[src/rtl/rat_recovery_ctrl.sv]
// rtl/rat_recovery_ctrl.sv - rename-table recovery controller: flush rollback then ROB walk
module rat_recovery_ctrl #(
    parameter int ROB_IDX_WIDTH = 6
) (
    input  logic                     clock,
    input  logic                     reset_n,
    input  logic                     flush_valid,
    input  logic [ROB_IDX_WIDTH:0]   flush_robid,
    input  logic [ROB_IDX_WIDTH:0]   rob_head,
    output logic                     flush_ready,
    output logic [ROB_IDX_WIDTH-1:0] walk2rob_rdaddr0,
    output logic [ROB_IDX_WIDTH-1:0] walk2rob_rdaddr1,
    input  logic [4:0]               rob2walk_lrd0,
    input  logic [4:0]               rob2walk_lrd1,
    input  logic [5:0]               rob2walk_prd0,
    input  logic [5:0]               rob2walk_prd1,
    input  logic                     rob2walk_need_to_wb0,
    input  logic                     rob2walk_need_to_wb1,
    output logic                     is_idle,
    output logic                     is_rollingback,
    output logic                     is_walking,
    output logic                     walking_valid0,
    output logic                     walking_valid1,
    output logic [4:0]               walking_lrd0,
    output logic [4:0]               walking_lrd1,
    output logic [5:0]               walking_prd0,
    output logic [5:0]               walking_prd1,
    output logic                     walk_done,
    output logic                     rename_stall,
    output logic                     commit_stall
);

    localparam int ID_W = ROB_IDX_WIDTH + 1;

    // One-hot encoding so the is_* outputs come straight from state flops.
    typedef enum logic [2:0] {
        S_IDLE     = 3'b001,
        S_ROLLBACK = 3'b010,
        S_WALK     = 3'b100
    } state_t;

    state_t            state_q;
    state_t            state_d;
    logic [ID_W-1:0]   walk_ptr;
    logic [ID_W-1:0]   walk_end;
    logic [ID_W-1:0]   remaining;
    logic [ID_W-1:0]   walk_step;
    logic [ID_W-1:0]   walk_ptr_p1;
    logic              last_walk;

    assign is_idle        = state_q[0];
    assign is_rollingback = state_q[1];
    assign is_walking     = state_q[2];

    assign flush_ready  = is_idle;
    assign rename_stall = ~is_idle;
    assign commit_stall = ~is_idle;

    // Two slots per cycle, except a lone final entry takes one.
    assign walk_step   = (remaining >= ID_W'(2)) ? ID_W'(2) : ID_W'(1);
    assign last_walk   = (remaining <= ID_W'(2));
    assign walk_ptr_p1 = walk_ptr + ID_W'(1);

    // Next-state selection; flushes outside IDLE are simply dropped.
    always_comb begin
        state_d = state_q;
        case (state_q)
            S_IDLE:     if (flush_valid) state_d = S_ROLLBACK;
            S_ROLLBACK: state_d = S_WALK;
            S_WALK:     if (last_walk) state_d = S_IDLE;
            default:    state_d = S_IDLE;
        endcase
    end

    // State register and walk bookkeeping; reset abandons any walk in progress.
    always_ff @(posedge clock or negedge reset_n) begin
        if (!reset_n) begin
            state_q   <= S_IDLE;
            walk_ptr  <= '0;
            walk_end  <= '0;
            remaining <= '0;
            walk_done <= 1'b0;
        end else begin
            state_q   <= state_d;
            walk_done <= (state_q == S_WALK) && last_walk;
            case (state_q)
                S_IDLE: begin
                    if (flush_valid) begin
                        walk_ptr <= rob_head;
                        walk_end <= flush_robid + ID_W'(1);
                    end
                end
                S_ROLLBACK: begin
                    remaining <= walk_end - walk_ptr;
                end
                S_WALK: begin
                    walk_ptr  <= walk_ptr + walk_step;
                    remaining <= remaining - walk_step;
                end
                default: ;
            endcase
        end
    end

    // ROB read addresses and walk write ports; zeroed whenever not walking.
    always_comb begin
        walk2rob_rdaddr0 = '0;
        walk2rob_rdaddr1 = '0;
        walking_valid0   = 1'b0;
        walking_valid1   = 1'b0;
        walking_lrd0     = '0;
        walking_lrd1     = '0;
        walking_prd0     = '0;
        walking_prd1     = '0;
        if (is_walking) begin
            walk2rob_rdaddr0 = walk_ptr[ROB_IDX_WIDTH-1:0];
            walk2rob_rdaddr1 = walk_ptr_p1[ROB_IDX_WIDTH-1:0];
            walking_valid0   = (remaining >= ID_W'(1)) && rob2walk_need_to_wb0;
            walking_valid1   = (remaining >= ID_W'(2)) && rob2walk_need_to_wb1;
        end
        if (walking_valid0) begin
            walking_lrd0 = rob2walk_lrd0;
            walking_prd0 = rob2walk_prd0;
        end
        if (walking_valid1) begin
            walking_lrd1 = rob2walk_lrd1;
            walking_prd1 = rob2walk_prd1;
        end
    end

endmodule

[config.mk]
export PLATFORM = sky130hd
export DESIGN_NAME = rat_recovery_ctrl
export DESIGN_NICKNAME = d
export VERILOG_FILES = /design/src/rtl/rat_recovery_ctrl.sv
export SDC_FILE = /design/constraint.sdc
export NUM_CORES = 1
export LEC_CHECK = 0
export CAP_MARGIN = 20
export CORE_ASPECT_RATIO = 2
export CORE_MARGIN = 4
export CORE_UTILIZATION = 40
export DETAILED_ROUTE_END_ITERATION = 7
export GPL_TIMING_DRIVEN = 0
export PLACE_DENSITY = 0.75
export SYNTH_ARGS = -nofsm -noshare
export SYNTH_HDL_FRONTEND = slang
export SYNTH_SLANG_ARGS = --single-unit
export TNS_END_PERCENT = 1
[constraint.sdc]
create_clock -name clock -period 6.75 [get_ports clock]
set_clock_uncertainty 0.1 [all_clocks]
set_input_delay 1.35 -clock clock [delete_from_list [all_inputs] [get_ports clock]]
set_output_delay 1.35 -clock clock [all_outputs]
set_load 0.005 [all_outputs]
; ---- After elaboration in Yosys (flattened, before gate mapping)
; Cells that the tools add are included.
; Widths: inputs -> output; s select.
[totals]
ff_bits = 25
input_bits = 41
word_cells = 42
[op_classes]
n_addsub = 5
order_cmp = 3
n_eq_ne = 5
mux = 15
n_bitwise = 1
n_reduce_logical = 8
[op_table]
columns = cell, n
row1 = $pmux 7 s2, 2
row2 = $mux 6, 4
row3 = $mux 5, 2
row4 = $pmux 3 s3, 1
row5 = $add 7x1->7 const B, 1
row6 = $add 7x2->7, 1
row7 = $ge 7x1->1 const B, 1
row8 = $ge 7x2->1 const B, 1
row9 = $le 7x2->1 const B, 1
row10 = $mux 7, 1
row11 = $sub 7x2->7, 1
row12 = $sub 7x7->7, 1
row13 = $add 6x1->6 const B, 1
row14 = $mux 3, 2
row15 = $reduce_and 2->1, 3
row16 = $ne 2x2->1 const B, 2
row17 = $reduce_bool 2->1, 2
row18 = $eq 3x1->1 const B, 1
row19 = $eq 3x2->1 const B, 1
row20 = $eq 3x3->1 const B, 1
row21 = $logic_and 1x1->1, 3
row22 = $mux 1, 2
row23 = $mux 2, 1
row24 = $not 1->1, 1

; ---- Longest topological paths before layout
; Gate-level depths: netlist of run 1.
[depth]
ltp_word = 4
ltp_mapped = 10
ltp_nobuf = 10

; ---- Least setup slack after synthesis of run 1
; Ideal clock, no wire load.
[synth_timing]
path_kind = input-to-output
start = input port rob2walk_need_to_wb0
end = output port walking_lrd0[0]
t_arrival_ns = 1.799
required_ns = 5.300
slack_ns = 3.501
stages = 4
path_cell_list = nand2_1 a21oi_2 buf_6 and2_1
[synth_between]
elab_chain_len = 3
[synth_rtl]
columns = element, line_no
row1 = start: declaration, 17  ; input logic rob2walk_need_to_wb0,
row2 = $logic_and 1x1->1, 118  ; walking_valid0 = (remaining >= ID_W'(1)) && rob2walk_need_to_wb0;
row3 = $mux 1, 115  ; if (is_walking) begin
row4 = named net walking_valid0, 22  ; output logic walking_valid0,
row5 = $mux 5, 121  ; if (walking_valid0) begin
row6 = end: declaration, 24  ; output logic [4:0] walking_lrd0,
; The timed path passes the listed nets, and every way through them passes these cells.

; ---- Worst setup path after layout of run 1
[layout_timing]
start = input port rob2walk_need_to_wb0
end = output port walking_prd0[3]
[layout_between]
elab_chain_len = 3
[layout_rtl]
columns = element, line_no
row1 = $logic_and 1x1->1, 118
row2 = $mux 1, 115
row3 = $mux 6, 121
row4 = end: declaration, 26  ; output logic [5:0] walking_prd0,
; Every way passes these cells.

==> results by group, run 1 <==
Detailed routing
  – DRT Wirelength: 6.00 mm
  – Vias post-DR: 2184
  – DRT Pass-1 Iters: 4
  – Routed Antenna Nets: 0
  – Initial DRC count: 37
  – Via density: 5.46
  – Drt drc: 0
  – Drt wl/cell: ~15 µm

Synthesis
  – Yosys reg bits: 25
  – Syn Nets: 310
  – Synth unique cells: 53
  – Post-Synth Adder-Cell Area: between 10% and 20%
  – Syn avg cell area: slightly above 8 µm²
  – Primary FF master, synth: dfrtp_1
  – Post-synthesis sequential area ratio: 30.0%
  – Post-synthesis mux area share: around 1.6%
  – Post-synth EDFFs: 0
  – Synth warnings: 0
  – Synth area leaders: dfrtp_1 (29%), ha_1 (7.2%), nor2_1 (5.6%)
  – Compound-Gate Fraction of Synth Area: 17.4%
  – Synthesized netlist cell count: 254
  – Ys async rst share: 100%
  – Main combinational cell family by area after synthesis: simple AND/OR/NAND/NOR gates
  – Top-area cell type share of the netlist area: 28.7%
  – Synth Area in Simple Gates: 28.8%
  – Most area-hungry cell type in the Yosys netlist: dfrtp_1
  – Post-synthesis xor/xnor area fraction: 5.44%
  – Synth Cell Area: 2090 µm²

Clock network
  – Post-CTS resize count: 0
  – Root buf cell: clkbuf_8
  – TritonCTS Buffers: 3
  – Postcts setup bufs: 0
  – CTS tree: yes
  – Worst-Skew Late Latency: 270 ps
  – Worst-path clk slew: ~90 ps
  – CTS Hold Bufs: 0
  – H-tree Lvls: 1
  – CTS sink count: 25
  – CTS max path bufs: 2

Setup path
  – Req. time, crit path: 5300 ps
  – R2R Setup Slk: 4080 ps
  – R2r startpoint: remaining[5]
  – Reg-to-reg endpoint: remaining[4]
  – Crit path max fanout: 10
  – Nature of the critical path startpoint: input pin
  – Register-to-Register Path Depth: 10
  – Kind of critical path: in -> out
  – Crit. End Element: primary output
  – Worst EP arrival: around 2800 ps

STA
  – Max Freq: around 230 MHz
  – Fin crit period: 4260 ps
  – Worst slew pin tran: approximately 590 ps
  – Slew margin rel.: roughly three fifths
  – Hold Vio Cnt, Final: 0
  – Final WS setup: around 2500 ps
  – Setup TNS: 0 ps
  – Setup-failing EPs final: 0
  – Unrepaired setup endpoints after global routing: no
  – Final Cycle Share: roughly 63%
  – Final Max Tran Viols: 0

Global routing
  – Gr usage total: between 20 and 25%
  – First-pass GRT wire length: ~10 mm
  – GR peak layer: met2
  – Initial antenna violation count: 0
  – GR Overflow Total: 0
  – GRT met3 Usage: 3.85%
  – M1 GR Usage: between 10% and 20%
  – Largest net degree at the start of global routing: 16
  – GR met2 Demand/Resource: about two fifths
  – Number of global-route vias before repair: about 2200

Placement
  – PortBufs: 83
  – DP HPWL: around 5 mm
  – Place WS: 2450 ps
  – RePlAce Congestion: just under 0.9

Floorplan
  – Die Height: 110 µm
  – Die Area: 6520 µm²
  – Core area: ~5100 µm²
  – IO Pins: between 80 and 90
  – Initial Utilization: approximately 41%
  – # rows: 37
  – Die X: 59.1 µm

Power
  – Final Power: 1050 µW
  – LEAKAGE: 0.00130 µW
  – Worst VDD drop: approximately 220 µV
  – PD cells: 342 nW/µm²

Layout
  – P&R area growth vs syn: 46.7%
  – Final nets: 399
  – Layout cells sized above 1: 10.5%
  – Fillers: around 480
  – Antenna cells: 0

Flow run
  – Maxcap violations: 0

Worst hold path
  – Worst Hold End: walk_end[5]
  – Worst hold start: walk_end[5]
  – Hold Crit Class: reg -> reg
  – Worst hold path depth: 2

Status
  – Status: complete, no violations
synth_stat cells (3+ instances only):
| cell | count |
|---|---|
| xnor2_1 | 9 |
| o21ai_0 | 16 |
| a22oi_1 | 4 |
| inv_1 | 14 |
| ha_1 | 12 |
| inv_2 | 4 |
| dfrtp_1 | 24 |
| o22ai_1 | 5 |
| xor2_1 | 4 |
| nand2_1 | 19 |
| a21oi_1 | 13 |
| nor2_1 | 31 |
| o21ai_1 | 3 |
| and3_1 | 3 |
| clkbuf_1 | 3 |
| a211oi_1 | 3 |
| and2_4 | 9 |
| nor4_1 | 3 |
| nor3_1 | 5 |
| buf_2 | 5 |
| nand3_1 | 7 |
| fa_1 | 3 |
| nand2b_1 | 3 |
| nor2b_1 | 4 |
| and2_1 | 14 |
power breakdown:
part | leakage, µW | switching, µW | total, µW | internal, µW
registers | 0.000303 | 66.8 | 281 | 214
logic | 0.000976 | 347 | 678 | 331
clock network | 0.0000228 | 48.8 | 91.1 | 42.3
total | 0.00130 | 463 | 1050 | 587
critical path, stage by stage:
cell and delay [ps]:
clkdlybuf4s50_1 450, nand2_1 60, a21oi_2 160, buf_6 140
and2_1 120, clkdlybuf4s50_1 520
worst max path at each step:
stage                         start         endpoint  slack (ps)  cells past startpoint
6_report       rob2walk_need_to_wb0  walking_prd0[3]        2490                      6
5_1_grt        rob2walk_need_to_wb0  walking_prd0[3]        2380                      6
4_1_cts        rob2walk_need_to_wb0  walking_prd0[3]        2450                      6
3_5_place_dp   rob2walk_need_to_wb0  walking_prd0[3]        2450                      6
3_3_place_gp   rob2walk_need_to_wb0  walking_prd0[3]        2470                      6
2_1_floorplan  rob2walk_need_to_wb0  walking_lrd0[0]        3500                      4
cell usage in the layout (no fill, tap or decap), types with 3 or more instances in the layout:
| cell type | netlist | routed |
|---|---|---|
| nand2b_1 | 3 | 3 |
| nor2_1 | 31 | 31 |
| clkbuf_8 | 0 | 3 |
| a21oi_1 | 13 | 13 |
| o21ai_1 | 3 | 3 |
| clkbuf_1 | 3 | 4 |
| nor4_1 | 3 | 3 |
| and2_4 | 9 | 9 |
| inv_2 | 4 | 4 |
| a211oi_1 | 3 | 3 |
| nor3_1 | 5 | 5 |
| ha_1 | 12 | 12 |
| clkdlybuf4s50_1 | 0 | 83 |
| xnor2_1 | 9 | 9 |
| o21ai_0 | 16 | 16 |
| fa_1 | 3 | 3 |
| xor2_1 | 4 | 4 |
| buf_2 | 5 | 5 |
| dfrtp_1 | 24 | 24 |
| nand3_1 | 7 | 7 |
| and3_1 | 3 | 3 |
| nand2_1 | 19 | 19 |
| a22oi_1 | 4 | 4 |
| and2_1 | 14 | 14 |
| o22ai_1 | 5 | 5 |
| nor2b_1 | 4 | 4 |
| inv_1 | 14 | 14 |
metrics by stage:
| step | utilization [%] | std cells | area (µm²) | hold slack (ps) |
|---|---|---|---|---|
| floorplan | - | 254 | 2090 | 350 |
| global placement | 58.8 | 395 | 3000 | 365 |
| detailed placement | 59.4 | 396 | 3020 | 376 |
| CTS | 60.2 | 400 | 3070 | 397 |
| global route | 60.2 | 400 | 3070 | 435 |
| finish | 60.2 | 400 | 3070 | 393 |
kinds of logic (layout without fill, tap and decap cells):
| family | count (synthesis) | count (layout) |
|---|---|---|
| mux | 3 | 3 |
| fa+ha+maj | 15 | 15 |
| simple gates | 110 | 110 |
| xor+xnor | 13 | 13 |
| compound gates | 58 | 58 |
| buf+inv | 30 | 118 |
| flops | 25 | 25 |
layer usage:
layer	part of all wire (%)	vias up	wire length, µm
met5	0	-	0
li1	-	1054	-
met2	57	115	3400
met4	2.6	0	154
met1	33	1003	1960
met3	8.2	12	491
state kept, by name, summed over array words and instances (netlist names):
register	flops
state_q	3
walk_ptr	7
walk_done	1
walk_end	7
remaining	7
layout make-up:
type,count,area [µm²],area share [%]
inverter,18,67.6,2.20
sequential,25,627,20.4
clock buffer,4,45.0,1.47
buffer,12,73.8,2.41
multi-input combinational,199,1320,43.1
tap,58,72.6,2.37
timing repair buffer,84,858,28.0
(Power assumes the default switching activity.)
==> run 2, diff against run 1 <==
--- a/config.mk
+++ b/config.mk
@@ -11,7 +11,7 @@
 export CORE_UTILIZATION = 40
 export DETAILED_ROUTE_END_ITERATION = 7
 export GPL_TIMING_DRIVEN = 0
-export PLACE_DENSITY = 0.75
+export PLACE_DENSITY = 0.78
 export SYNTH_ARGS = -nofsm -noshare
 export SYNTH_HDL_FRONTEND = slang
 export SYNTH_SLANG_ARGS = --single-unit
==> constraint.sdc (replaced) <==
create_clock -name clock -period 3.5 [get_ports clock]
set_clock_uncertainty 0.1 [all_clocks]
set_input_delay 0.7 -clock clock [delete_from_list [all_inputs] [get_ports clock]]
set_output_delay 0.7 -clock clock [all_outputs]
set_load 0.005 [all_outputs]
==> results by group, run 2 (same netlist as run 1, synthesis figures left out) <==
Placement
  – DP HPWL: 5.04 mm
  – Placed cell count: 396
  – RePlAce Congestion: 0.898
  – PortBufs: 83
  – Placed cell areas: ~3000 µm²

Detailed routing
  – Initial DRC count: 42
  – Routed Antenna Nets: 0
  – Drt wl/cell: ~15 µm
  – DRT Wirelength: 5.99 mm
  – Drt drc: 0
  – Via density: 5.53
  – DRT Pass-1 Iters: 4
  – Vias post-DR: 2210

Clock network
  – CTS max path bufs: 2
  – CTS Hold Bufs: 0
  – Post-CTS resize count: 0
  – TritonCTS Buffers: 3
  – Worst-Skew Late Latency: between 200 and 300 ps
  – CTS tree: yes
  – Postcts setup bufs: 0
  – CTS sink count: 25
  – Worst-path clk slew: 90 ps
  – H-tree Lvls: 1
  – Root buf cell: clkbuf_8

Setup path
  – Crit path max fanout: 10
  – Crit. End Element: primary output
  – Nature of the critical path startpoint: register
  – Worst path cell trace: or3_1 > nand3b_4 > inv_2 > a21oi_2 > buf_6 > and2_1 > clkdlybuf4s50_1
  – Worst EP arrival: 2300 ps
  – Critical path's slowest cell: clkdlybuf4s50_1
  – Kind of critical path: reg -> out
  – Req. time, crit path: 2700 ps
  – Largest stage delay on the critical path: 460 ps

Layout
  – FF/Latch Area: 627 µm²
  – P&R area growth vs syn: 46.7%
  – Final nets: 399
  – Fillers: 465
  – Non-Filler Instances: 400
  – Most common cell after layout, fill and taps aside: clkdlybuf4s50_1
  – Area of the multi-input gates: 1320 µm²
  – Largest regs: remaining: 7 flops, walk_end: 7 flops, walk_ptr: 7 flops
  – Post-route design area: 3070 µm²
  – Most frequent cells in the layout: clkdlybuf4s50_1 (83), nor2_1 (31), dfrtp_1 (24)
  – Final core occ: 60.3%
  – Antenna cells: 0
  – Layout cells sized above 1: 10.8%

Floorplan
  – IO Pins: 84
  – # rows: 37
  – Die Height: 110 µm
  – Initial Utilization: 41.1%
  – Core area: between 5000 and 6000 µm²
  – Die X: 59.1 µm
  – Die Area: 6520 µm²

Power
  – Switching power: 898 µW
  – Clock power share: 8.7%
  – Pint: 1130 µW
  – Sw frac: approximately 44%
  – PD cells: 661 nW/µm²
  – Sequential fraction of design power: a little over a quarter
  – LEAKAGE: 0.00130 µW
  – Comb pwr share: 64.7%
  – Worst VDD drop: around 400 µV

STA
  – Hold Vio Cnt, Final: 0
  – Worst slew pin tran: about 620 ps
  – Hold_ws: 393 ps
  – Slew margin rel.: 58.3%
  – Setup TNS: 0 ps
  – Setup-failing EPs final: 0
  – Final Max Tran Viols: 0
  – Fin crit period: just over 3000 ps
  – Final Cycle Share: 88.6%
  – Max Freq: 322 MHz
  – Unrepaired setup endpoints after global routing: no

Global routing
  – GRT met3 Usage: around 3.3%
  – M1 GR Usage: 18.3%
  – GR Overflow Total: 0
  – Largest net degree at the start of global routing: 15
  – First-pass GRT wire length: approximately 10 mm
  – GR met2 Demand/Resource: roughly 40%
  – Number of global-route vias before repair: 2211
  – Initial antenna violation count: 0
  – GR peak layer: met2
  – Gr usage total: between 20 and 25%

Status
  – Status: complete, no violations

Worst hold path
  – Hold Crit Class: reg -> reg

Flow run
  – Maxcap violations: 0
==> run 2: cell types whose count changed in the layout (fill, tap and decap cells not counted) <==
cell and delta:
clkbuf_1 -1, clkinv_2 +1
==> run 2: power groups by stage <==
| stage | registers (µW) | clock network, µW | logic, µW |
|---|---|---|---|
| after global placement | 537 | 0 | 1270 |
| after floorplan | 510 | 0 | 889 |
| after detailed placement | 544 | 0 | 1310 |
| after CTS | 538 | 180 | 1320 |
| final | 539 | 176 | 1310 |
| after global routing | 558 | 190 | 1480 |
==> run 2: stage by stage <==
stage	power (µW)	setup WS, ps
3_3_place_gp	1810	543
3_5_place_dp	1850	514
6_report	2030	399
4_1_cts	2040	380
2_1_floorplan	1400	1130
5_1_grt	2220	300
==> run 2: metal layers <==
metal | wire, µm | vias to the layer above
li1 | - | 1055
met4 | 169 | 0
met1 | 1940 | 1023
met3 | 491 | 14
met5 | 0 | -
met2 | 3390 | 118
==> run 2: final timing paths <==
check	startpoint	endpoint	slack (ps)	cells after the start
min reg2reg	walk_end[3]	walk_end[3]	390	2
min	walk_end[3]	walk_end[3]	390	2
min in group asynchronous	reset_n	walk_end[4]	710	1
max in group asynchronous	reset_n	state_q[0]	2010	2
max	remaining[5]	walking_prd0[1]	400	7
max reg2reg	remaining[5]	walk_ptr[6]	870	10
==> run 2: critical path, delay by kind of cell (launching register included) <==
| kind | cells | cell delay (ps) |
|---|---|---|
| DFF | 1 | 440 |
| buffers and inverters | 3 | 730 |
| and+or+nand+nor | 3 | 770 |
| AOI/OAI and AO/OA | 1 | 90 |
==> run 2: final cells by class <==
class	count	share of cell area, %
Inverter	18	2.20
Sequential cell	25	20.4
Clock buffer	3	1.35
Tap cell	58	2.36
Clock inverter	1	0.163
Timing Repair Buffer	84	28.0
Multi-Input combinational cell	199	43.1
Buffer	12	2.41
==> run 3, diff against run 2 <==
--- a/config.mk
+++ b/config.mk
@@ -7,7 +7,6 @@
 export LEC_CHECK = 0
 export CAP_MARGIN = 20
 export CORE_ASPECT_RATIO = 2
-export CORE_MARGIN = 4
 export CORE_UTILIZATION = 40
 export DETAILED_ROUTE_END_ITERATION = 7
 export GPL_TIMING_DRIVEN = 0
==> results by group, run 3 (same netlist as run 1, synthesis figures left out) <==
Clock network
  – Postcts setup bufs: 0
  – CTS tree: yes
  – CTS sink count: 25
  – CTS Hold Bufs: 0
  – Worst-path clk slew: 90 ps
  – H-tree Lvls: 1
  – CTS max path bufs: 2
  – Worst-Skew Late Latency: 280 ps
  – TritonCTS Buffers: 3
  – Post-CTS resize count: 0
  – Root buf cell: clkbuf_8

Setup path
  – Reg-to-reg endpoint: remaining[4]
  – Req. time, crit path: 2700 ps
  – R2R Setup Slk: a little over 800 ps
  – Largest stage delay on the critical path: 450 ps
  – Nature of the critical path startpoint: register
  – Crit path max fanout: 10
  – Critical path's slowest cell: clkdlybuf4s50_1
  – Worst EP arrival: 2290 ps
  – Crit. End Element: primary output
  – Register-to-Register Path Depth: 10
  – Worst path cell trace: or3_1 > nand3b_4 > inv_2 > a21oi_2 > buf_6 > and2_1 > clkdlybuf4s50_1
  – R2r startpoint: remaining[5]
  – Kind of critical path: reg -> out

Power
  – Clock power share: 8.8%
  – Comb pwr share: between 60 and 70%
  – Pint: 1130 µW
  – Sw frac: 44.2%
  – PD cells: 663 nW/µm²
  – LEAKAGE: around 0.0013 µW
  – Sequential fraction of design power: between 20% and 30%
  – Worst VDD drop: 501 µV
  – Switching power: around 900 µW

Global routing
  – GR peak layer: met2
  – M1 GR Usage: 20.4%
  – GRT met3 Usage: 3.07%
  – Gr usage total: between 20% and 30%
  – Initial antenna violation count: 0
  – Largest net degree at the start of global routing: 19
  – Number of global-route vias before repair: 2137
  – GR Overflow Total: 0
  – First-pass GRT wire length: between 9 and 10 mm
  – GR met2 Demand/Resource: 41.4%

STA
  – Hold Vio Cnt, Final: 0
  – Fin crit period: 3090 ps
  – Setup-failing EPs final: 0
  – Setup TNS: 0 ps
  – Slew margin rel.: around 65%
  – Final Cycle Share: between 80% and 90%
  – Max Freq: 323 MHz
  – Hold_ws: between 300 and 400 ps
  – Final Max Tran Viols: 0
  – Worst slew pin tran: 526 ps
  – Unrepaired setup endpoints after global routing: no

Worst hold path
  – Worst Hold End: walk_end[0]
  – Hold Crit Class: reg -> reg
  – Worst hold path depth: 2
  – Worst hold start: walk_end[0]

Status
  – Status: complete, no violations

Placement
  – PortBufs: 83
  – Placed cell areas: roughly 3000 µm²
  – DP HPWL: 4.61 mm
  – RePlAce Congestion: roughly 0.93

Detailed routing
  – DRT Wirelength: 5.71 mm
  – Initial DRC count: 52
  – Routed Antenna Nets: 0
  – Drt wl/cell: around 14 µm
  – Via density: 5.45
  – DRT Pass-1 Iters: 5
  – Drt drc: 0
  – Vias post-DR: 2176

Layout
  – Fillers: between 400 and 500
  – Post-route design area: 3070 µm²
  – Largest regs: remaining: 7 flops, walk_end: 7 flops, walk_ptr: 7 flops
  – Most frequent cells in the layout: clkdlybuf4s50_1 (83), nor2_1 (31), dfrtp_1 (24)
  – Most common cell after layout, fill and taps aside: clkdlybuf4s50_1
  – Final nets: 399
  – Antenna cells: 0
  – Layout cells sized above 1: between 10% and 20%
  – P&R area growth vs syn: 46.6%

Floorplan
  – Die Height: 104 µm
  – IO Pins: 84
  – Die X: roughly 53 µm
  – # rows: 36
  – Core area: 4950 µm²
  – Initial Utilization: 42.2%
  – Die Area: 5540 µm²

Flow run
  – Maxcap violations: 0
## run 3: cell types whose count changed in the layout (fill, tap and decap cells not counted)
cell and change:
clkinv_2 -1, clkbuf_1 +1
## run 3: routing by layer
metal,wire length [µm],part of all wire [%],vias up
met5,0,0,-
met2,3120,55,113
met4,180,3.2,0
met3,458,8.0,13
li1,-,-,1051
met1,1950,34,999
## run 3: area by class of cell
| class | instances | area (µm²) | area share [%] |
|---|---|---|---|
| Timing Repair Buffer | 84 | 858 | 28.0 |
| Inverter | 18 | 67.6 | 2.20 |
| Multi-Input combinational cell | 199 | 1320 | 43.2 |
| Tap cell | 57 | 71.3 | 2.33 |
| Sequential cell | 25 | 627 | 20.4 |
| Clock buffer | 4 | 45.0 | 1.47 |
| Buffer | 12 | 73.8 | 2.41 |
## run 3: worst max path at each step
stage,start,end,cells after the start
6_report,remaining[5],walking_prd0[1],7
5_1_grt,remaining[4],walking_prd0[1],7
4_1_cts,remaining[5],walking_prd0[1],7
3_5_place_dp,rob2walk_need_to_wb0,walking_prd0[1],6
3_3_place_gp,rob2walk_need_to_wb0,walking_lrd0[0],6
2_1_floorplan,remaining[5],remaining[4],10
## run 3: metrics by stage
| step | cells | worst slack, ps | utilization [%] | power, µW |
|---|---|---|---|---|
| after floorplan | 254 | 1130 | - | 1400 |
| after global placement | 394 | 565 | 60.4 | 1810 |
| after detailed placement | 395 | 534 | 61.0 | 1840 |
| after CTS | 399 | 412 | 61.9 | 2030 |
| after global routing | 399 | 291 | 61.9 | 2220 |
| final | 399 | 407 | 61.9 | 2030 |
## run 3: worst max-delay path: cells and delay by family (launching register included)
kind,cells,cell delay (ps)
and+or+nand+nor,3,800
AOI/OAI and AO/OA,1,90
DFF,1,430
buffers and inverters,3,720
## run 3: power groups by stage
stage	logic (µW)	clock network (µW)	registers, µW
after floorplan	889	0	510
after global placement	1270	0	538
after detailed placement	1300	0	542
after CTS	1310	181	537
after global routing	1470	198	559
final	1310	179	541
